File: src/rtl/pipe_regfile_sb_pkg.sv
// Shared constants for the ID/WB register file, scoreboard and the
// hazard/forwarding units that sit next to it.
package pipe_regfile_sb_pkg;
   localparam int DW_DEF   = 32;   // data width
   localparam int AW_DEF   = 5;    // register address width
   localparam int PW_DEF   = 2;    // pending-writer counter width
   localparam int REG_ZERO = 0;    // architectural zero register number
endpackage

File: src/rtl/pipe_sb_cnt.sv
// One pending-write counter: counts issued-but-not-written-back producers
// of a single register. Saturates at both ends, never wraps.
module pipe_sb_cnt
   import pipe_regfile_sb_pkg::*;
#(
   parameter int PW = PW_DEF
) (
   input  logic          clk,
   input  logic          clrn,
   input  logic          inc,
   input  logic          dec,
   input  logic          clr,
   output logic [PW-1:0] cnt
);
   localparam logic [PW-1:0] CMAX = '1;

   // clr (flush) dominates; inc+dec together cancel out
   always_ff @(posedge clk or negedge clrn)
      if (!clrn)
         cnt <= '0;
      else if (clr)
         cnt <= '0;
      else if (inc && !dec && cnt != CMAX)
         cnt <= cnt + 1'b1;
      else if (dec && !inc && cnt != '0)
         cnt <= cnt - 1'b1;
endmodule

File: src/rtl/pipe_regfile_sb.sv
// Register file with write-through bypass on both read ports plus a
// per-register pending-writer scoreboard, so ID can stall on RAW hazards
// by itself.
module pipe_regfile_sb
   import pipe_regfile_sb_pkg::*;
#(
   parameter int DW       = DW_DEF,
   parameter int AW       = AW_DEF,
   parameter int PW       = PW_DEF,
   parameter int ZERO_REG = 1
) (
   input  logic          clk,
   input  logic          clrn,
   input  logic [AW-1:0] rna,
   input  logic [AW-1:0] rnb,
   output logic [DW-1:0] qa,
   output logic [DW-1:0] qb,
   input  logic          we,
   input  logic [AW-1:0] wn,
   input  logic [DW-1:0] d,
   input  logic          iss,
   input  logic [AW-1:0] iss_wn,
   input  logic          flush,
   output logic          busy_a,
   output logic          busy_b,
   output logic          iss_full,
   output logic          sb_err
);
   localparam int              NREG = 1 << AW;
   localparam logic [PW-1:0]   CMAX = '1;
   localparam logic [PW-1:0]   CONE = PW'(1);
   localparam logic [AW-1:0]   R0   = AW'(REG_ZERO);
   localparam bit              ZR   = (ZERO_REG != 0);

   logic [NREG-1:0][DW-1:0] rf;
   logic [NREG-1:0][PW-1:0] cnt;
   logic                    wr_ok;

   // writes to the hardwired zero register are discarded
   assign wr_ok = we && !(ZR && wn == R0);

   // register array; async clear so reset is visible on qa/qb immediately
   always_ff @(posedge clk or negedge clrn)
      if (!clrn)
         rf <= '0;
      else if (wr_ok)
         rf[wn] <= d;

   // read port A: zero reg, then WB bypass, then array
   always_comb begin
      qa = rf[rna];
      if (we && wn == rna) qa = d;
      if (ZR && rna == R0) qa = '0;
   end

   // read port B: same priority as port A
   always_comb begin
      qb = rf[rnb];
      if (we && wn == rnb) qb = d;
      if (ZR && rnb == R0) qb = '0;
   end

   // one pending counter per register; zero register has none
   for (genvar r = 0; r < NREG; r++) begin : g_cnt
      if (ZR && r == REG_ZERO) begin : g_tie
         assign cnt[r] = '0;
      end else begin : g_inst
         logic inc, dec;
         // a dropped issue (counter full) must not disturb the count
         assign inc = iss && iss_wn == AW'(r) && !iss_full;
         assign dec = we && wn == AW'(r) && cnt[r] != '0;
         pipe_sb_cnt #(.PW(PW)) u_cnt (
            .clk  (clk),
            .clrn (clrn),
            .inc  (inc),
            .dec  (dec),
            .clr  (flush),
            .cnt  (cnt[r])
         );
      end
   end

   assign iss_full = (cnt[iss_wn] == CMAX);

   // the last outstanding writer landing this cycle is bypassed, so no stall
   assign busy_a = (cnt[rna] != '0) && !(we && wn == rna && cnt[rna] == CONE);
   assign busy_b = (cnt[rnb] != '0) && !(we && wn == rnb && cnt[rnb] == CONE);

   // sticky: a writeback arrived that nobody had issued
   always_ff @(posedge clk or negedge clrn)
      if (!clrn)
         sb_err <= 1'b0;
      else if (wr_ok && cnt[wn] == '0 && !flush)
         sb_err <= 1'b1;
endmodule

File: config.mk
export PLATFORM = sky130hd
export DESIGN_NAME = pipe_regfile_sb
export DESIGN_NICKNAME = d
export VERILOG_FILES = /design/src/rtl/pipe_regfile_sb_pkg.sv /design/src/rtl/pipe_sb_cnt.sv /design/src/rtl/pipe_regfile_sb.sv
export SDC_FILE = /design/constraint.sdc
export NUM_CORES = 2
export LEC_CHECK = 0
export ABC_AREA = 1
export CAP_MARGIN = 20
export CORE_ASPECT_RATIO = 1.75
export CORE_MARGIN = 2
export CORE_UTILIZATION = 30
export CTS_BUF_LIST = sky130_fd_sc_hd__clkbuf_4
export DETAILED_ROUTE_END_ITERATION = 10
export PLACE_DENSITY_LB_ADDON = 0.3
export SLEW_MARGIN = 15
export SYNTH_ARGS = -nofsm -noshare
export SYNTH_HDL_FRONTEND = slang
export SYNTH_SLANG_ARGS = --single-unit
File: constraint.sdc
create_clock -name clk -period 10.7 [get_ports clk]
set_input_delay 3.21 -clock clk [delete_from_list [all_inputs] [get_ports clk]]
set_output_delay 3.21 -clock clk [all_outputs]
set_load 0.02 [all_outputs]
==> flow_summary.json <==
{
  "numPortBuffers": 124,
  "area_delta_synth_final_pct": 11.1,
  "synthCells": 8193,
  "vias": 64500,
  "synthTopCellsByArea": "dfrtp_1 (45%), o21ai_0 (15%), nand2_1 (10%)",
  "maxSlewViolCount": 0,
  "async_flop_share_pct": 100,
  "ys_ff_latch": 1087,
  "final_common_cell": "o21ai_0",
  "synth_cell_types": 36,
  "grt_max_degree": 173,
  "synth_top_cell_by_area": "dfrtp_1",
  "p_per_area_mw_per_mm2": 168,
  "cp-end-kind": "primary output",
  "die_height_um": 598,
  "vdd_drop_max_uv": 61.5,
  "gp_congestion": 0.944,
  "num-nets-final": 8048,
  "fp.dieW_um": 343,
  "routed_wl_um": 290000,
  "path_class": "in -> out",
  "clock_sinks": 1087,
  "drt_iter0_markers": 8987,
  "nFillCells": 21400,
  "grt_pass1_vias": 62100,
  "grt_pass1_wl_um": 420000,
  "power_mw": 11.3,
  "worstSkewPairLatency_ns": 1.17,
  "tightest_slew_ns": 1.19,
  "p_leak_nw": 29.0,
  "hpwl_um": 162000,
  "core-area_sq_mm": 0.201,
  "wl_per_cell_um": 26.8,
  "crit_arrival_ns": 6.62,
  "drc": 0,
  "dpl_worst_slack_ns": 0.957,
  "floorplan.io_pins": 125,
  "initial_core_util_pct": 30.1,
  "std_cell_rows": 218,
  "hold_class": "reg -> reg",
  "hold_buffers": 0,
  "clockBufferDepth": 4,
  "post_cts_buffers": 0,
  "grt_antenna_before_repair": 17,
  "synth_area_sq_mm": 0.0605,
  "synth_ff_type": "dfrtp_1",
  "dr.pass1.iters": 7,
  "start_kind": "input port",
  "cts_tree": "done",
  "fin_hold_ws_ns": 0.386,
  "mostFrequentLayoutCells": "o21ai_0 (1,844), nand2_1 (1,608), dfrtp_1 (1,087), nor2_1 (808), a21oi_1 (611)",
  "skew_ns": 0.0422,
  "ant_nets": 0,
  "slew_headroom_pct": 21.0,
  "root_buffer": "clkbuf_4",
  "htreeDepth": 5,
  "finalCriticalPeriod_ns": 9.83,
  "fin_area_sq_mm": 0.0672,
  "setup_ws_ns": 0.874,
  "synth_top_area_share_pct": 45.0,
  "fin_tns_setup_ns": 0,
  "fmax_mhz": 102,
  "grtUsageTotal_pct": 27.4,
  "path_max_fanout": 85,
  "finalCritPeriodShare_pct": 91.8,
  "via_per_inst": 5.96,
  "die-area_sq_mm": 0.205,
  "rsz0062_at_grt": "no",
  "setup_viol": 0,
  "status": "finished, final reports clean",
  "synth_fp_nets": 8250,
  "placed_area_sq_mm": 0.0639,
  "drive_gt1_share_pct": 8.51,
  "required_ns": 7.49,
  "syn_area_per_cell_sq_um": 7.39,
  "synth_warnings": 0,
  "path_clk_slew_ns": 0.05,
  "cts-resized-gates": 0,
  "final_hold_viol_count": 0,
  "synth-edff-count": 0,
  "seq_area_frac_synth_pct": 45.0,
  "gr-total-overflow": 0,
  "cts_buffers": 281,
  "maxCapViolations": 0
}
per-stage QoR:
step | util [%] | std cells
global route | 33.4 | 10800
floorplan | - | 8193
finish | 33.4 | 10800
detailed placement | 31.8 | 10300
global placement | 31.8 | 10300
CTS | 33.4 | 10800
final timing paths:
kind                                                             end                                 startpoint  slack, ns  depth (start not counted)
setup / recovery                                              qb[19]                                     rnb[0]       0.87                         11
setup reg to reg           g_cnt[23].g_inst.u_cnt.cnt[0]$_DFFE_PN0P_  g_cnt[24].g_inst.u_cnt.cnt[0]$_DFFE_PN0P_       7.90                         14
hold / removal                                    rf[10]$_DFFE_PN0P_                         rf[10]$_DFFE_PN0P_       0.39                          0
min in group asynchronous                        rf[694]$_DFFE_PN0P_                                       clrn       2.09                          1
hold reg to reg                                   rf[10]$_DFFE_PN0P_                         rf[10]$_DFFE_PN0P_       0.39                          0
max in group asynchronous                        rf[868]$_DFFE_PN0P_                                       clrn       6.32                          3
logic make-up after synthesis:
| kind of cell | synth area share, % |
|---|---|
| AND/OR/NAND/NOR | 18.0 |
| buffers and inverters | 7.80 |
| XOR/XNOR | 0.449 |
| AO/OA/AOI/OAI | 28.8 |
| flip-flops | 45.0 |
state kept, by name, summed over array words and instances, names as in the netlist:
name	count
g_cnt.g_inst.u_cnt.cnt	62
rf	1024
sb_err	1
worst max-delay path, stage by stage:
cell	delay, ns
buf_8	0.48
buf_4	0.89
nor2_1	0.08
a21oi_1	0.15
o21ai_0	0.08
o21ai_0	0.45
o2111ai_1	0.19
nand3_1	0.15
nand2_1	0.15
inv_1	0.08
clkdlybuf4s50_1	0.60
report_power, final:
part	switching [mW]	total (mW)	internal, mW	leakage (nW)
sequential	0.557	5.41	4.85	13.9
combinational	1.51	2.29	0.782	13.2
clock	1.91	3.62	1.71	1.98
total	3.98	11.3	7.35	29.0
final cells by class:
class | instances | area, sq um | share of cell area, %
Antenna cell | 14 | 35.0 | 0.0521
Multi-Input combinational cell | 5883 | 28700 | 42.7
Timing Repair Buffer | 287 | 2930 | 4.35
Inverter | 451 | 1760 | 2.62
Tap cell | 2640 | 3300 | 4.91
Clock buffer | 387 | 2910 | 4.32
Sequential cell | 1087 | 27200 | 40.5
Clock inverter | 79 | 367 | 0.545
synth_stat cells, types with 2 or more instances:
library cell	n
o211ai_1	162
a221oi_1	67
a22oi_1	87
o22ai_1	113
nand3_1	188
inv_2	13
o2111ai_1	83
o21ai_0	1844
a21oi_1	611
nand3_2	15
buf_6	6
nor2_1	820
clkinv_1	11
inv_1	427
buf_2	52
o221ai_1	119
o21a_1	12
or2_2	3
nand2_1	1609
nor2_2	2
o21bai_1	2
xor2_1	31
buf_1	45
o21ai_1	2
a21oi_2	9
dfrtp_1	1087
nand4_1	96
buf_4	5
clkbuf_1	664
nor3_1	2
layer usage:
metal	routed length, um	global-route usage [%]	vias up
li1	-	-	27800
met1	106000	33.0	31100
met2	129000	42.6	4418
met3	30500	5.97	1228
met4	24100	21.0	14
met5	84	0	-
No activity file was read; power rests on OpenSTA's default activity.
